<file path="config.mk">
export PLATFORM = sky130hd
export DESIGN_NAME = wide_add_seq
export DESIGN_NICKNAME = d
export VERILOG_FILES = /design/src/rtl/wide_add_pkg.sv /design/src/rtl/wide_add_seq_carrylhn.sv /design/src/rtl/wide_add_seq.sv
export SDC_FILE = /design/constraint.sdc
export NUM_CORES = 1
export LEC_CHECK = 0
export ABC_AREA = 1
export CELL_PAD_IN_SITES_DETAIL_PLACEMENT = 0
export CELL_PAD_IN_SITES_GLOBAL_PLACEMENT = 1
export CORE_ASPECT_RATIO = 1.5
export CORE_MARGIN = 2
export CORE_UTILIZATION = 40
export DETAILED_ROUTE_END_ITERATION = 7
export PLACE_DENSITY_LB_ADDON = 0.1
export SETUP_SLACK_MARGIN = 0.5
export SYNTH_ARGS = -nofsm -noshare
export SYNTH_HDL_FRONTEND = slang
export SYNTH_SLANG_ARGS = --single-unit
</file>
<file path="constraint.sdc">
create_clock -name clk -period 35.3 [get_ports clk]
set_input_delay 3.53 -clock clk [delete_from_list [all_inputs] [get_ports clk]]
set_output_delay 3.53 -clock clk [all_outputs]
set_load 0.05 [all_outputs]
</file>
<file path="src/rtl/wide_add_pkg.sv">
// Shared definitions for the word-serial wide adder: default geometry and FSM encoding.
package wide_add_pkg;

  localparam int DEF_WIDTH = 32;
  localparam int DEF_WORDS = 4;

  typedef enum logic [1:0] {
    IDLE = 2'd0,
    RUN  = 2'd1,
    DONE = 2'd2
  } state_t;

endpackage

</file>
<file path="src/rtl/wide_add_seq_carrylhn.sv">
// Single width-bit adder slice with carry in and carry out.
module carryLHN #(
  parameter int width = 32
) (
  input  logic [width-1:0] a,
  input  logic [width-1:0] b,
  input  logic             ci,
  output logic [width-1:0] s,
  output logic             co
);

  assign {co, s} = {1'b0, a} + {1'b0, b} + {{width{1'b0}}, ci};

endmodule

</file>
<file path="src/rtl/wide_add_seq.sv">
// Word-serial wide adder: one adder slice is reused for each word, low word first,
// giving a fixed latency of words cycles from acceptance to out_valid.
module wide_add_seq
  import wide_add_pkg::*;
#(
  parameter int width = DEF_WIDTH,
  parameter int words = DEF_WORDS
) (
  input  logic                   clk,
  input  logic                   rst,
  // Handshakes: a transfer happens on a rising edge where valid and ready are both high;
  // valid does not wait for ready, and s/cout hold steady while out_valid is high.
  input  logic                   in_valid,
  output logic                   in_ready,
  input  logic [width*words-1:0] a,
  input  logic [width*words-1:0] b,
  input  logic                   cin,
  output logic                   out_valid,
  input  logic                   out_ready,
  output logic [width*words-1:0] s,
  output logic                   cout,
  output logic                   busy,
  output logic [1:0]             dbg_state
);

  localparam int IW = $clog2(words);

  state_t                 state, state_n;
  logic [IW-1:0]          idx;
  logic                   carry;
  logic [width*words-1:0] opa, opb;
  logic [width-1:0]       slice_a, slice_b, slice_s;
  logic                   slice_co;
  logic                   last;
  logic                   accept;

  assign in_ready  = (state == IDLE) && !rst;
  assign accept    = in_valid && in_ready;
  assign last      = (idx == IW'(words - 1));
  assign dbg_state = state;

  assign slice_a = opa[idx*width +: width];
  assign slice_b = opb[idx*width +: width];

  carryLHN #(.width(width)) u_slice (
    .a  (slice_a),
    .b  (slice_b),
    .ci (carry),
    .s  (slice_s),
    .co (slice_co)
  );

  always_comb begin
    state_n = state;
    case (state)
      IDLE:    if (in_valid) state_n = RUN;
      RUN:     if (last) state_n = DONE;
      DONE:    if (out_ready) state_n = IDLE;
      default: state_n = IDLE;
    endcase
  end

  // Operands are captured only on acceptance and need no reset.
  always_ff @(posedge clk) begin
    if (accept) begin
      opa <= a;
      opb <= b;
    end
  end

  always_ff @(posedge clk) begin
    if (rst) begin
      state     <= IDLE;
      idx       <= '0;
      carry     <= 1'b0;
      s         <= '0;
      cout      <= 1'b0;
      out_valid <= 1'b0;
      busy      <= 1'b0;
    end else begin
      state <= state_n;
      case (state)
        IDLE: begin
          if (in_valid) begin
            carry <= cin;
            idx   <= '0;
            busy  <= 1'b1;
          end
        end
        RUN: begin
          s[idx*width +: width] <= slice_s;
          carry                 <= slice_co;
          if (last) begin
            cout      <= slice_co;
            out_valid <= 1'b1;
          end else begin
            idx <= idx + 1'b1;
          end
        end
        DONE: begin
          if (out_ready) begin
            out_valid <= 1'b0;
            busy      <= 1'b0;
          end
        end
        default: ;
      endcase
    end
  end

endmodule

</file>
Word-level counts from Yosys, hierarchy flattened. Index checks and enable logic that the tools add are counted. Widths: inputs -> output; s select.

Bits in registers: 392. Output and inout bits: 134.

$add $sub $neg: 4. Eq/ne operators: 7. Shift-type cells: 4. Muxes and demuxes: 15. Reduce and logical (&&, ||, !) cells: 13.

Operators by type and width (number): $shiftx 128x8->32 (2); $bwmux 128 (1); $shift 32x34->128 const A (1); $shiftx 32x34->128 (1); $neg 7->34 (1); $add 32x32->33 (1); $add 33x1->33 (1); $reduce_and 3->1 (4); $mux 2 (5); $ne 2x2->1 const B (4); $pmux 1 s2 (3); $pmux 2 s3 (1); $reduce_bool 2->1 (3); $eq 2x2->1 const B (2); $mux 1 (4); $pmux 2 s2 (1); $reduce_and 2->1 (2); $add 2x1->2 const B (1); $eq 2x1->1 const B (1); $logic_and 1x1->1 (2); $logic_not 2->1 (1); $logic_not 1->1 (1).

Logic depth before layout (Yosys ltp).
Word-level depth: 5. Gate-level depth with buffers: 21. Gate-level depth less buffers: 18.

Cells and area by module. A second synthesis with hierarchy kept.

Cell total of the unflattened synthesis: 1893. Area, all modules: 17448.0 sq um.

By module, submodules not included: wide_add_seq (times used 1, cells each 1388, area an instance 15054.4 sq um, seq. area each 10410.0 sq um); carryLHN (times used 1, cells each 505, area an instance 2393.5 sq um, seq. area each 0.0 sq um).

Worst setup path after synthesis. Ideal clock, no wire load.

Kind: input -> register. From: input port rst. To: register opa[0] (enable). Setup time: 0.879 ns. Arrival: 14.384 ns. Path slack: 20.038 ns. Stages on the path: 2. Path through: clkbuf_1 nor2_1.

Word-level cells in the longest chain between the ends: 3.

RTL lines: from (decl) (RTL line wide_add_seq.sv:10) `input logic rst,`; $logic_not 1->1 (RTL line wide_add_seq.sv:37) `assign in_ready = (state == IDLE) && !rst;`; $logic_and 1x1->1 (RTL line wide_add_seq.sv:37); $logic_and 1x1->1 (RTL line wide_add_seq.sv:38) `assign accept = in_valid && in_ready;`; net accept (RTL line wide_add_seq.sv:35) `logic accept;`; to (signal assigned) (RTL line wide_add_seq.sv:66) `opa <= a;`; to (decl) (RTL line wide_add_seq.sv:31) `logic [width*words-1:0] opa, opb;`.

The timed path passes the listed nets, and every way through them passes these cells. A chain may end at the register's enable or synchronous reset.

Worst setup path after layout.
From: input port rst. To: output port in_ready.

Word-level cells in the longest chain between the ends: 2.

RTL lines: $logic_not 1->1 (RTL line wide_add_seq.sv:37); $logic_and 1x1->1 (RTL line wide_add_seq.sv:37); to (decl) (RTL line wide_add_seq.sv:14) `output logic in_ready,`.

No other way between the ends.

==> impl_metrics.yaml <==
outcome:
  outcome: "finished, final reports clean"
final_layout:
  layout-drive-gt1-share_pct: 5.06
  area_growth_syn_to_layout_pct: 33.0
  layout_commonest_cell: "nand2_1"
  layout.nets: 2448
  layout.cells.most_common_list: "nand2_1, clkdlybuf4s50_1, edfxtp_1"
  fillers: 3800
route:
  dr.first_iter.drc_count: 755
  finalWirelength_um: 48900
  viasPerCell: 4.97
  routed_length_per_placed_instance_um: 17.9
  vias: 13600
  route.antenna.remaining_nets: 0
  pre_repair_dr_iteration_count: 5
  number_of_design_rule_violations_left_after_detail_routing: 0
worst_setup_path:
  crit_path_max_incr_delay_ps: 830
  required_ps: 31770
  timing.critical_path.arrival_ps: 4830
  series_of_cell_instances_along_the_critical_path: "buf_4 > nor3_1 > clkdlybuf4s50_1"
  worstRegToRegCells: 17
  critical_path_slowest_stage_cell: "clkdlybuf4s50_1"
  timing.critical_path.fanout_max: 52
  criticalPathCategory: "input port to output pin"
  start_kind: "input port"
  critical_path.endpoint_type: "output pin"
die:
  row_count: 92
  io_pins: 395
  initial_core_util_pct: 40.4
  floorplan.die.width_um: 172
  design.die.area_mm2: 0.0442
  die_height_um: 256
  core_mm2: 0.0420
pwr:
  leakage_nw: 8.41
  vdd_ir_drop_max_mv: 0.0411
  cellPowerDensity_mw_per_mm2: 54.2
  total_power_w: 0.00122
cts:
  cts-root-buf: "clkbuf_16"
  worst_setup_hold_path_clk_slew_ps: 60
  cts_num_sinks: 392
  clock_insertion_delay_worst_skew_ps: 540
  htreeDepth: 2
  post_cts_buffers: 0
  holdBufCountCts: 0
  tritoncts: "built"
  number_of_buffers_added_by_the_clock_tree_synthesis_step: 38
  longest_clk_path_bufs: 3
  cts.repair.resized: 0
place:
  hpwlAfterDp_um: 35300
  io_buffer_count: 394
  place.gp.congestion: 0.896
synth:
  synth.yosys.seq_area_share_pct: 61.3
  postSynthCellCount: 1793
  syn_nets: 2093
  post_synth_num_cell_types: 39
  yosys_reg_bits: 392
  mappedNetlistArea_mm2: 0.0170
  yosys_warnings: 0
  synthesis.area_per_instance_um2: 9.48
sta:
  hold_viol: 0
  fin_crit_sh_pct: 23.7
  rsz_0062_raised_after_global_routing: "false"
  setup_viol: 0
  timing.setup.tns_ps: 0
  time_the_worst_path_needs_with_i_o_delays_and_setup_ps: 8360
  timing_max_transition_violations_final: 0
  finalClockSkew_ps: 10.8
  timing.slew.headroom_pct: 20.2
  tightestPinTransition_ps: 1200
  fmax_mhz: 120
run:
  maxCapViolations: 0
grt:
  globalRouteOverflowTotal: 0
  grt_pass1_wl_um: 73900
  groute.usage.overall_pct: 21.8
  antenna_found_initial: 1
  first_global_vias: 13300
  largest_net_degree_at_the_start_of_global_routing: 98
min_path:
  timing.hold.worst_path_depth: 2
  timing.hold.worst.class: "flip-flop to flip-flop"
-- per-layer routing --
metal / up-vias / GRT usage [%] / routed length (um)
met1: 6340 / 26.6 / 19700
met4: 0 / 7.00 / 1380
li1: 6776 / - / -
met3: 79 / 3.23 / 2680
met5: - / 0 / 0
met2: 428 / 39.2 / 25200
-- layout make-up --
cell class              instances  area [um2]  share of cell area [%]
clock buffers                  56        1120                    4.94
diodes                          1        2.50                  0.0111
flip-flops and latches        392       10400                    46.1
multi-input cells            1162        5680                    25.1
clock inverters                10        75.1                   0.332
inverters                     143         539                    2.39
repair buffers                411        4070                    18.0
well taps                     564         706                    3.12
-- path summary, 6_finish.rpt --
check,startpoint,end,slack [ps]
worst min register to register,s[95],s[95],460
worst max register to register,idx[0],s[44],30370
worst max-delay path,rst,in_ready,26940
worst min-delay path,s[95],s[95],460
-- critical path, delay by kind of cell --
kind / cells / cell delay, ps
buffers and inverters: 2 / 1100
AND/OR/NAND/NOR: 1 / 190
-- state kept, by name, summed over array words and instances, names as in the netlist --
name       count
s            128
opa          128
busy           1
cout           1
opb          128
carry          1
idx            2
dbg_state      2
out_valid      1
-- metrics by stage --
step	hold slack, ps	utilization [%]	setup WS, ps	cell area (um2)	cells
global placement	452	50.9	26900	21400	2672
CTS	464	53.8	26920	22600	2738
floorplan	623	-	20040	17000	1793
finish	463	53.8	26940	22600	2739
detailed placement	455	50.9	26920	21400	2672
global route	481	53.8	26890	22600	2739
-- power breakdown --
part	total, W	switching [W]	internal [W]	leakage (nW)
combinational	0.000318	0.000215	0.000102	4.36
sequential	0.000514	0.00000568	0.000509	3.47
clock	0.000392	0.000166	0.000226	0.577
total	0.00122	0.000387	0.000837	8.41
-- cell families after synthesis --
logic type	share of synthesized area (%)
AOI/OAI and AO/OA	11.1
xor gates and xnor gates	0.950
adders and majority gates	2.96
buffers and inverters	5.40
DFF	61.3
muxes	0.0589
and+or+nand+nor	18.3
-- Yosys cell counts (all sizes together) --
master | count | area share, %
a211oi | 2 | 0.088
a21o | 1 | 0.044
a21oi | 150 | 4.5
a22oi | 3 | 0.13
a31o | 1 | 0.052
a32oi | 3 | 0.15
and2 | 2 | 0.074
and3 | 3 | 0.11
buf | 31 | 0.81
clkbuf | 65 | 1.4
dfxtp | 136 | 16
edfxtp | 256 | 45
fa | 2 | 0.24
ha | 37 | 2.7
inv | 143 | 3.2
mux2i | 1 | 0.059
nand2 | 461 | 10
nand3 | 62 | 1.9
nand3b | 1 | 0.044
nand4 | 31 | 1.1
nor2 | 184 | 4.2
nor3 | 10 | 0.35
nor4 | 1 | 0.13
o211ai | 1 | 0.044
o21ai | 125 | 3.7
o21bai | 3 | 0.13
o22ai | 62 | 2.3
or2 | 1 | 0.037
xnor2 | 3 | 0.15
xor2 | 12 | 0.80
No activity file was read; power rests on OpenSTA's default activity.
